`src/rtl/da_shift_accumulator_if.sv`:
```
// -----------------------------------------------------------------------------
// da_shift_accumulator_if
//   Bundles the operand handshake, the coefficient-ROM port and the result
//   handshake of the bit-serial DA engine.
//
//   Signals
//     in_valid/in_ready         operand triple handshake
//     in_a/in_b/in_c   [DW]     signed operands A, B, C
//     rom_addr         [3]      {A bit, B bit, C bit} of the current bit slice
//     rom_cs                    ROM chip select (high only while walking bits)
//     rom_data         [CW]     signed Q2.14 ROM word, combinational to rom_addr
//     out_valid/out_ready       result handshake
//     out_data         [ACC_W]  signed result
//
//   Modports
//     slave  : the DA engine
//     master : the environment (sample buffer, ROM, consumer)
// -----------------------------------------------------------------------------
interface da_shift_accumulator_if #(
  parameter int DW    = 16,
  parameter int CW    = 16,
  parameter int ACC_W = DW + CW + 2
);
  logic             in_valid;
  logic             in_ready;
  logic [DW-1:0]    in_a;
  logic [DW-1:0]    in_b;
  logic [DW-1:0]    in_c;
  logic [2:0]       rom_addr;
  logic             rom_cs;
  logic [CW-1:0]    rom_data;
  logic             out_valid;
  logic             out_ready;
  logic [ACC_W-1:0] out_data;

  modport slave (
    input  in_valid, in_a, in_b, in_c, rom_data, out_ready,
    output in_ready, rom_addr, rom_cs, out_valid, out_data
  );

  modport master (
    output in_valid, in_a, in_b, in_c, rom_data, out_ready,
    input  in_ready, rom_addr, rom_cs, out_valid, out_data
  );
endinterface

```
`src/rtl/da_shift_accumulator.sv`:
```
// -----------------------------------------------------------------------------
// da_shift_accumulator
//   Bit-serial distributed-arithmetic engine for one DCT output term.
//   A triple (A, B, C) is latched, then walked MSB-first over DW cycles. Each
//   cycle the current bit slice addresses the external partial-sum ROM and the
//   returned word is shift-accumulated. The sign-bit slice carries weight
//   -2^(DW-1), so its ROM word is subtracted instead of added.
//
//   Ports
//     clk    : rising-edge clock
//     rst_n  : asynchronous active-low reset (aborts any operation)
//     bus    : da_shift_accumulator_if.slave (operands, ROM port, result)
//
//   Optional build macro
//     DA_ROUND_EN : out_data becomes round((acc) / 2^FRAC) saturated to a
//                   signed DW-bit value and sign-extended to ACC_W. Without
//                   it, out_data is the full-precision accumulator.
// -----------------------------------------------------------------------------
module da_shift_accumulator #(
  parameter int DW    = 16,
  parameter int CW    = 16,
  parameter int ACC_W = DW + CW + 2,
  parameter int FRAC  = 14
) (
  input  logic                    clk,
  input  logic                    rst_n,
  da_shift_accumulator_if.slave   bus
);

  localparam int CNT_W = (DW > 1) ? $clog2(DW) : 1;
  localparam logic [CNT_W-1:0] CNT_TOP = CNT_W'(DW - 1);

  typedef enum logic [1:0] {
    IDLE = 2'd0,
    RUN  = 2'd1,
    DONE = 2'd2
  } state_t;

  // Round-half-up by 2^FRAC, then clamp into the signed DW-bit range. The
  // clamped value fits DW bits, so truncating back to ACC_W leaves the upper
  // bits as sign copies.
  function automatic logic [ACC_W-1:0] round_sat(input logic [ACC_W-1:0] acc);
    logic signed [ACC_W:0] sum;
    logic signed [ACC_W:0] shr;
    logic signed [ACC_W:0] maxv;
    logic signed [ACC_W:0] minv;
    logic signed [ACC_W:0] sat;
    maxv = {{(ACC_W-DW+2){1'b0}}, {(DW-1){1'b1}}};
    minv = {{(ACC_W-DW+2){1'b1}}, {(DW-1){1'b0}}};
    sum  = $signed({acc[ACC_W-1], acc}) + $signed((ACC_W+1)'(1) << (FRAC - 1));
    shr  = sum >>> FRAC;
    if (shr > maxv)      sat = maxv;
    else if (shr < minv) sat = minv;
    else                 sat = shr;
    return sat[ACC_W-1:0];
  endfunction

  state_t             r_state;
  state_t             w_state_nxt;
  logic [DW-1:0]      r_sa;
  logic [DW-1:0]      r_sb;
  logic [DW-1:0]      r_sc;
  logic [CNT_W-1:0]   r_bitcnt;
  logic [ACC_W-1:0]   r_acc;
  logic [ACC_W-1:0]   r_out_data;

  logic               w_accept;
  logic               w_first;
  logic               w_last;
  logic [ACC_W-1:0]   w_rom_ext;
  logic [ACC_W-1:0]   w_acc_nxt;
  logic [ACC_W-1:0]   w_out_nxt;

  logic               w_in_ready;
  logic               w_rom_cs;
  logic [2:0]         w_rom_addr;
  logic               w_out_valid;

  // ---------------------------------------------------------------------------
  // FSM
  // ---------------------------------------------------------------------------
  always_ff @(posedge clk or negedge rst_n) begin
    if (!rst_n) r_state <= IDLE;
    else        r_state <= w_state_nxt;
  end

  always_comb begin
    w_state_nxt = r_state;
    w_in_ready  = 1'b0;
    w_rom_cs    = 1'b0;
    w_rom_addr  = 3'b000;
    w_out_valid = 1'b0;
    unique case (r_state)
      IDLE: begin
        w_in_ready = 1'b1;
        if (bus.in_valid) w_state_nxt = RUN;
      end
      RUN: begin
        w_rom_cs   = 1'b1;
        w_rom_addr = {r_sa[DW-1], r_sb[DW-1], r_sc[DW-1]};
        if (w_last) w_state_nxt = DONE;
      end
      DONE: begin
        w_out_valid = 1'b1;
        if (bus.out_ready) w_state_nxt = IDLE;
      end
      default: w_state_nxt = IDLE;
    endcase
  end

  // ---------------------------------------------------------------------------
  // Datapath
  // ---------------------------------------------------------------------------
  assign w_accept  = (r_state == IDLE) && bus.in_valid;
  assign w_first   = (r_bitcnt == CNT_TOP);
  assign w_last    = (r_bitcnt == '0);
  assign w_rom_ext = {{(ACC_W-CW){bus.rom_data[CW-1]}}, bus.rom_data};

  // Sign slice is the first one seen, so it seeds the accumulator negated;
  // every later slice doubles what is there and adds the new word.
  assign w_acc_nxt = w_first ? (ACC_W'(0) - w_rom_ext)
                             : ((r_acc << 1) + w_rom_ext);

`ifdef DA_ROUND_EN
  assign w_out_nxt = round_sat(w_acc_nxt);
`else
  assign w_out_nxt = w_acc_nxt;
`endif

  always_ff @(posedge clk or negedge rst_n) begin
    if (!rst_n) begin
      r_sa       <= '0;
      r_sb       <= '0;
      r_sc       <= '0;
      r_bitcnt   <= '0;
      r_acc      <= '0;
      r_out_data <= '0;
    end else if (w_accept) begin
      r_sa     <= bus.in_a;
      r_sb     <= bus.in_b;
      r_sc     <= bus.in_c;
      r_bitcnt <= CNT_TOP;
      r_acc    <= '0;
    end else if (r_state == RUN) begin
      r_sa     <= r_sa << 1;
      r_sb     <= r_sb << 1;
      r_sc     <= r_sc << 1;
      r_bitcnt <= r_bitcnt - 1'b1;
      r_acc    <= w_acc_nxt;
      if (w_last) r_out_data <= w_out_nxt;
    end
  end

  assign bus.in_ready  = w_in_ready;
  assign bus.rom_cs    = w_rom_cs;
  assign bus.rom_addr  = w_rom_addr;
  assign bus.out_valid = w_out_valid;
  assign bus.out_data  = r_out_data;

endmodule

```
`src/flat_wrapper.sv`:
```
// flat-port wrapper written by rule: the top's interface ports become plain ports
module da_shift_accumulator_flat 
#(
  parameter int DW    = 16,
  parameter int CW    = 16,
  parameter int ACC_W = DW + CW + 2,
  parameter int FRAC  = 14
)
  (clk, rst_n, bus_in_valid, bus_in_a, bus_in_b, bus_in_c, bus_rom_data, bus_out_ready, bus_in_ready, bus_rom_addr, bus_rom_cs, bus_out_valid, bus_out_data);
  da_shift_accumulator_if #(.DW(DW), .CW(CW), .ACC_W(ACC_W)) bus_i ();
  input  logic clk;
  input  logic rst_n;
  input wire logic [$bits(bus_i.in_valid)-1:0] bus_in_valid;
  input wire logic [$bits(bus_i.in_a)-1:0] bus_in_a;
  input wire logic [$bits(bus_i.in_b)-1:0] bus_in_b;
  input wire logic [$bits(bus_i.in_c)-1:0] bus_in_c;
  input wire logic [$bits(bus_i.rom_data)-1:0] bus_rom_data;
  input wire logic [$bits(bus_i.out_ready)-1:0] bus_out_ready;
  output wire logic [$bits(bus_i.in_ready)-1:0] bus_in_ready;
  output wire logic [$bits(bus_i.rom_addr)-1:0] bus_rom_addr;
  output wire logic [$bits(bus_i.rom_cs)-1:0] bus_rom_cs;
  output wire logic [$bits(bus_i.out_valid)-1:0] bus_out_valid;
  output wire logic [$bits(bus_i.out_data)-1:0] bus_out_data;
  assign bus_i.in_valid = bus_in_valid;
  assign bus_i.in_a = bus_in_a;
  assign bus_i.in_b = bus_in_b;
  assign bus_i.in_c = bus_in_c;
  assign bus_i.rom_data = bus_rom_data;
  assign bus_i.out_ready = bus_out_ready;
  assign bus_in_ready = bus_i.in_ready;
  assign bus_rom_addr = bus_i.rom_addr;
  assign bus_rom_cs = bus_i.rom_cs;
  assign bus_out_valid = bus_i.out_valid;
  assign bus_out_data = bus_i.out_data;
  da_shift_accumulator #(.DW(DW), .CW(CW), .ACC_W(ACC_W), .FRAC(FRAC)) u_core (.clk(clk), .rst_n(rst_n), .bus(bus_i));
endmodule
```
`config.mk`:
```
export PLATFORM = sky130hd
export DESIGN_NAME = da_shift_accumulator_flat
export DESIGN_NICKNAME = d
export VERILOG_FILES = /design/src/rtl/da_shift_accumulator_if.sv /design/src/rtl/da_shift_accumulator.sv /design/src/flat_wrapper.sv
export SDC_FILE = /design/constraint.sdc
export NUM_CORES = 1
export LEC_CHECK = 0
export BUFFER_PORTS_ARGS = -buffer_cell sky130_fd_sc_hd__buf_2
export CELL_PAD_IN_SITES_DETAIL_PLACEMENT = 0
export CELL_PAD_IN_SITES_GLOBAL_PLACEMENT = 1
export CORE_MARGIN = 4
export CORE_UTILIZATION = 47
export DETAILED_ROUTE_END_ITERATION = 8
export PLACE_DENSITY_LB_ADDON = 0.1
export SYNTH_ARGS = -nofsm -noshare
export SYNTH_HDL_FRONTEND = slang
export SYNTH_SLANG_ARGS = --single-unit
```
`constraint.sdc`:
```
create_clock -name clk -period 8.74 [get_ports clk]
set_clock_uncertainty 0.05 [all_clocks]
set_input_delay 0.437 -clock clk [delete_from_list [all_inputs] [get_ports clk]]
set_output_delay 0.437 -clock clk [all_outputs]
set_load 0.1 [all_outputs]
```
# Yosys cells after proc, flatten, opt, wreduce, memory -nomap -nowiden
# Cells that the tools add are included.
[word_totals]
ff_bits = 121
inputBits = 68
out_inout_bits = 40
elab_cells = 42
[classes]
add_sub_neg = 3
n_eq_ne = 6
muxes = 19
bitwise_logic = 1
reduce_logical = 6
[ops]
columns = ["cell", "count"]
rows = [
  ["2-to-1 mux 16 bit", 6],
  ["2-to-1 mux 33 bit", 2],
  ["adder 34 bit", 1],
  ["2-to-1 mux 34 bit", 1],
  ["subtractor 1 x 16 -> 17 bit, first input constant", 1],
  ["2-to-1 mux 4 bit", 2],
  ["2-to-1 mux 2 bit", 3],
  ["one-hot mux 2 bit (3 select lines)", 1],
  ["AND reduction 3 bit", 2],
  ["== test 4 bit, second input constant", 1],
  ["zero test 4 bit", 1],
  ["!= test 2 bit, second input constant", 2],
  ["subtractor 4 x 1 -> 4 bit, second input constant", 1],
  ["2-to-1 mux 1 bit", 3],
  ["2-to-1 mux 3 bit", 1],
  ["== test 2 x 1 -> 1 bit, second input constant", 1],
  ["== test 2 bit, second input constant", 1],
  ["zero test 2 bit", 1],
  ["!= test 2 x 1 -> 1 bit, second input constant", 1],
  ["nonzero test 2 bit", 1],
  ["logical AND 1 bit", 1],
  ["inverter 1 bit", 1],
]

# Logic depth before layout (Yosys ltp)
[logic_depth]
ltp_word = 4
ltp_mapped = 10
mapped_depth_nobuf = 10

# Least setup slack after synthesis
# OpenSTA, ideal clock, no wires.
[synth_path]
path_kind = "reg-to-output"
startpoint = "reg u_core.r_state[1]"
endpoint = "out bus_rom_addr[0]"
arrival_time_ps = 2991
required_time_ps = 8253
setup_slack_ps = 5262
path_stages_with_launch = 7
n_path_buf = 3
path_cell_list = "dfrtp_1 nand2b_1 clkbuf_1 inv_1 clkbuf_1 buf_1 and2_1"
[synth_via]
elab_chain_cells = 2
[synth_rtl]
columns = ["element", "line", "text"]
rows = [
  ["from (decl)", "da_shift_accumulator.sv:58", "state_t r_state;"],
  ["from (signal assigned)", "da_shift_accumulator.sv:84", "else r_state <= w_state_nxt;"],
  ["== test 2 x 1 -> 1 bit", "da_shift_accumulator.sv:93", "unique case (r_state)"],
  ["2-to-1 mux 3 bit", "da_shift_accumulator.sv:93", ""],
  ["to (decl)", "flat_wrapper.sv:20", "output wire logic [$bits(bus_i.rom_addr)-1:0] bus_rom_addr;"],
]
# No other way between the ends.

# Final worst setup path
[layout_path]
startpoint = "reg u_core.r_state[1]"
endpoint = "reg u_core.r_acc[27]"
[layout_via]
elab_chain_cells = 3
elab_cells_between_ends = 5
cone_classes = "eq/ne (1); mux (1); reduce/logical (3)"
[layout_rtl]
columns = ["element", "line", "text"]
rows = [
  ["zero test 2 bit", "da_shift_accumulator.sv:114", "assign w_accept = (r_state == IDLE) && bus.in_valid;"],
  ["logical AND 1 bit", "da_shift_accumulator.sv:114", ""],
  ["2-to-1 mux 33 bit or nonzero test 2 bit (tied branches)", "-", ""],
  ["to (signal assigned)", "da_shift_accumulator.sv:149", "r_acc <= w_acc_nxt;"],
  ["to (decl)", "da_shift_accumulator.sv:64", "logic [ACC_W-1:0] r_acc;"],
]
# Several ways; a longest one is shown, not always the timed one.
# A chain may end at the register's enable or synchronous reset.

==> flow_summary.yaml <==
global_routing:
  grt-ovfl-total: 0
  grt_pass1_wl_mm: 30.1
  grtUsageMet2_pct: 37.5
  track_usage_pct: 22.7
  antenna_found_initial: 0
  met3_usage_pct: 5.61
  grt_pass1_vias: 5990
  grt_max_degree: 73
  busiest_layer: "met2"
  met1_usage_pct: 30.1
worst_setup_path:
  crit_type: "flip-flop to flip-flop"
  startpoint_type: "flip-flop"
  required_ns: 9.02
  cp_slowest_cell: "nor3_1"
  path_cells: "nand2b_1 -> buf_4 -> clkinv_1 -> buf_4 -> nand2_1 -> nor3_1 -> buf_4 -> a221oi_1 -> o21ai_0"
  cp.arrival_ns: 3.40
  cp_common_cell: "buf_4"
  worst-path-max-fanout: 58
  slowest_delay_ns: 0.72
  end_kind: "flip-flop"
clocking:
  clk_pin_slew_ns: 0.06
  clockBufferDepth: 2
  clock-root-buffer: "clkbuf_16"
  tritoncts: "yes"
  h-tree-depth: 4
  post_cts_resized: 0
  hold_buffers: 0
  cts_num_sinks: 121
  clock_latency_ns: 0.42
  post_cts_buffers: 0
  cts_buffers: 17
timing:
  whs_ns: -0.0192
  min_period_ns: 3.12
  drv_slew: 0
  slew_headroom_pct: 10.9
  timing_hold_violations_final: 8
  tightest_slew_ns: 1.33
  setup_tns_ns: 0
  rsz0062_at_grt: "false"
  setup_viol: 0
  max_freq_mhz: 320
  finalCritPeriodShare_pct: 35.7
logic_synthesis:
  ys_async_sr_fraction_pct: 100
  ys_seq_area_share_pct: 44.0
  synth_fp_nets: 865
  synth_seq_cells: 121
  synth_edf_count: 0
  synth_cell_types: 58
  synth_area_um2: 6890
  yosys_warnings: 0
  syn_inst: 761
  synthFlopType: "dfrtp_1"
  syn_avg_cell_area_um2: 9.05
layout:
  post-route-util_pct: 57.4
  nets: 957
  drive_gt1_share_pct: 19.4
  synthToLayoutAreaGrowth_pct: 17.5
  final-instance-count-excl-fill: 1046
  diodes: 0
  stdcell_area_um2: 8090
placed_design:
  gp_congestion: 0.889
  io_buffers: 107
  placedCellCount: 1014
  place_area_um2: 7530
  post-dp-hpwl_mm: 12.6
floorplan:
  ios: 108
  start_util_pct: 48.8
  dieArea_um2: 16700
  rows: 43
  core_um2: 14100
  die_h_um: 129
  die_x_um: 129
detailed_routing:
  dr.first_iter.drc_count: 370
  drc: 0
  dr_total_vias: 5915
  dr.pass1.iters: 5
  wl_per_cell_um: 17.3
  wl_mm: 18.1
  vias_per_cell: 5.65
  ant_nets: 0
run_status:
  violations: "negative hold slack"
  outcome: "finished, violations left"
worst_hold_path:
  hp-class: "primary input to async pin"
run:
  cap_violations: 0
-- layout make-up --
cell class	count	area [µm²]
inverter	14	52.6
tap	180	225
sequential	121	3030
clock buffer	21	470
multi-input combinational	585	3630
timing repair buffer	114	591
clock inverter	11	87.6
fill	1299	6010
-- cell usage in the layout (no fill, tap or decap), drive strengths merged, types with 19 or more instances in the layout --
cell type	netlist	final
nand2	174	174
dfrtp	121	121
buf	4	114
o21ai	57	57
a21oi	46	46
a22oi	45	45
ha	35	35
nor2	32	32
xor2	27	27
nand3	21	21
clkbuf	36	21
nor3	19	19
-- metal layers --
metal / vias to the layer above / wire length (µm) / part of all wire [%]
li1: 2910 / - / -
met1: 2856 / 8100 / 45
met2: 132 / 9000 / 50
met3: 17 / 795 / 4.4
met4: 0 / 184 / 1.0
met5: - / 0 / 0
-- Yosys cell counts (5+ instances only) --
cell type	n	area share, %
nor2_1	31	1.7
o21ai_0	57	4.1
nand4_1	9	0.82
dfrtp_1	121	44
a22oi_1	45	4.9
xnor2_1	16	2.0
nand2_1	174	9.5
nor3_1	19	1.4
xor2_1	27	3.4
mux2_2	11	1.8
inv_1	14	0.76
o221ai_1	5	0.64
nand3_1	21	1.5
a221o_1	15	2.2
a21o_1	8	0.87
a21oi_1	45	3.3
o211ai_1	5	0.55
clkbuf_1	34	1.9
ha_1	35	6.4
-- worst max-delay path, delay by kind of cell (launching register included) --
family | cells | cell delay [ns]
AND/OR/NAND/NOR | 3 | 1.20
buffers and inverters | 4 | 1.15
flip-flops | 1 | 0.39
AO/OA/AOI/OAI | 2 | 0.22
-- worst paths after layout --
check	slack, ns	to	startpoint	depth (start not counted)
setup / recovery	5.62	u_core.r_acc[27]$_DFFE_PN0P_	u_core.r_state[1]$_DFFE_PN0P_	9
hold / removal	-0.02	u_core.bus.out_data[5]$_DFFE_PN0P_	rst_n	1
setup reg to reg	5.62	u_core.r_acc[27]$_DFFE_PN0P_	u_core.r_state[1]$_DFFE_PN0P_	9
hold reg to reg	0.42	u_core.bus.out_data[21]$_DFFE_PN0P_	u_core.bus.out_data[21]$_DFFE_PN0P_	2
max in group asynchronous	7.30	u_core.bus.out_data[33]$_DFFE_PN0P_	rst_n	2
min in group clk	0.16	u_core.r_sc[0]$_DFFE_PN0P_	bus_in_c[0]	3
-- through the flow --
stage / setup WS (ns) / hold slack [ns]
after floorplan: 5.26 / 0.0914
after global placement: 5.47 / 0.400
after detailed placement: 5.41 / 0.408
after CTS: 5.64 / 0.00384
after global routing: 5.44 / 0.0306
final: 5.62 / -0.0192
-- cell families (layout without fill, tap and decap cells) --
logic type,after synthesis,count (layout),synth area share [%]
muxes,12,12,1.94
adders and majority gates,36,36,6.65
AOI/OAI and AO/OA,210,210,20.5
and+or+nand+nor,283,283,17.9
DFF,121,121,44.0
xor gates and xnor gates,44,44,5.71
buffers and inverters,55,160,3.40
-- registers in the layout, summed over array words and instances (netlist names) --
signal,flops
u_core.r_acc,33
u_core.r_state,2
u_core.r_bitcnt,4
u_core.r_sa,16
u_core.bus.out_data,34
u_core.r_sc,16
u_core.r_sb,16
Power is left out: the tool's default activity adds up to more than one toggle a clock period on the data nets, which glitch-free logic cannot reach.
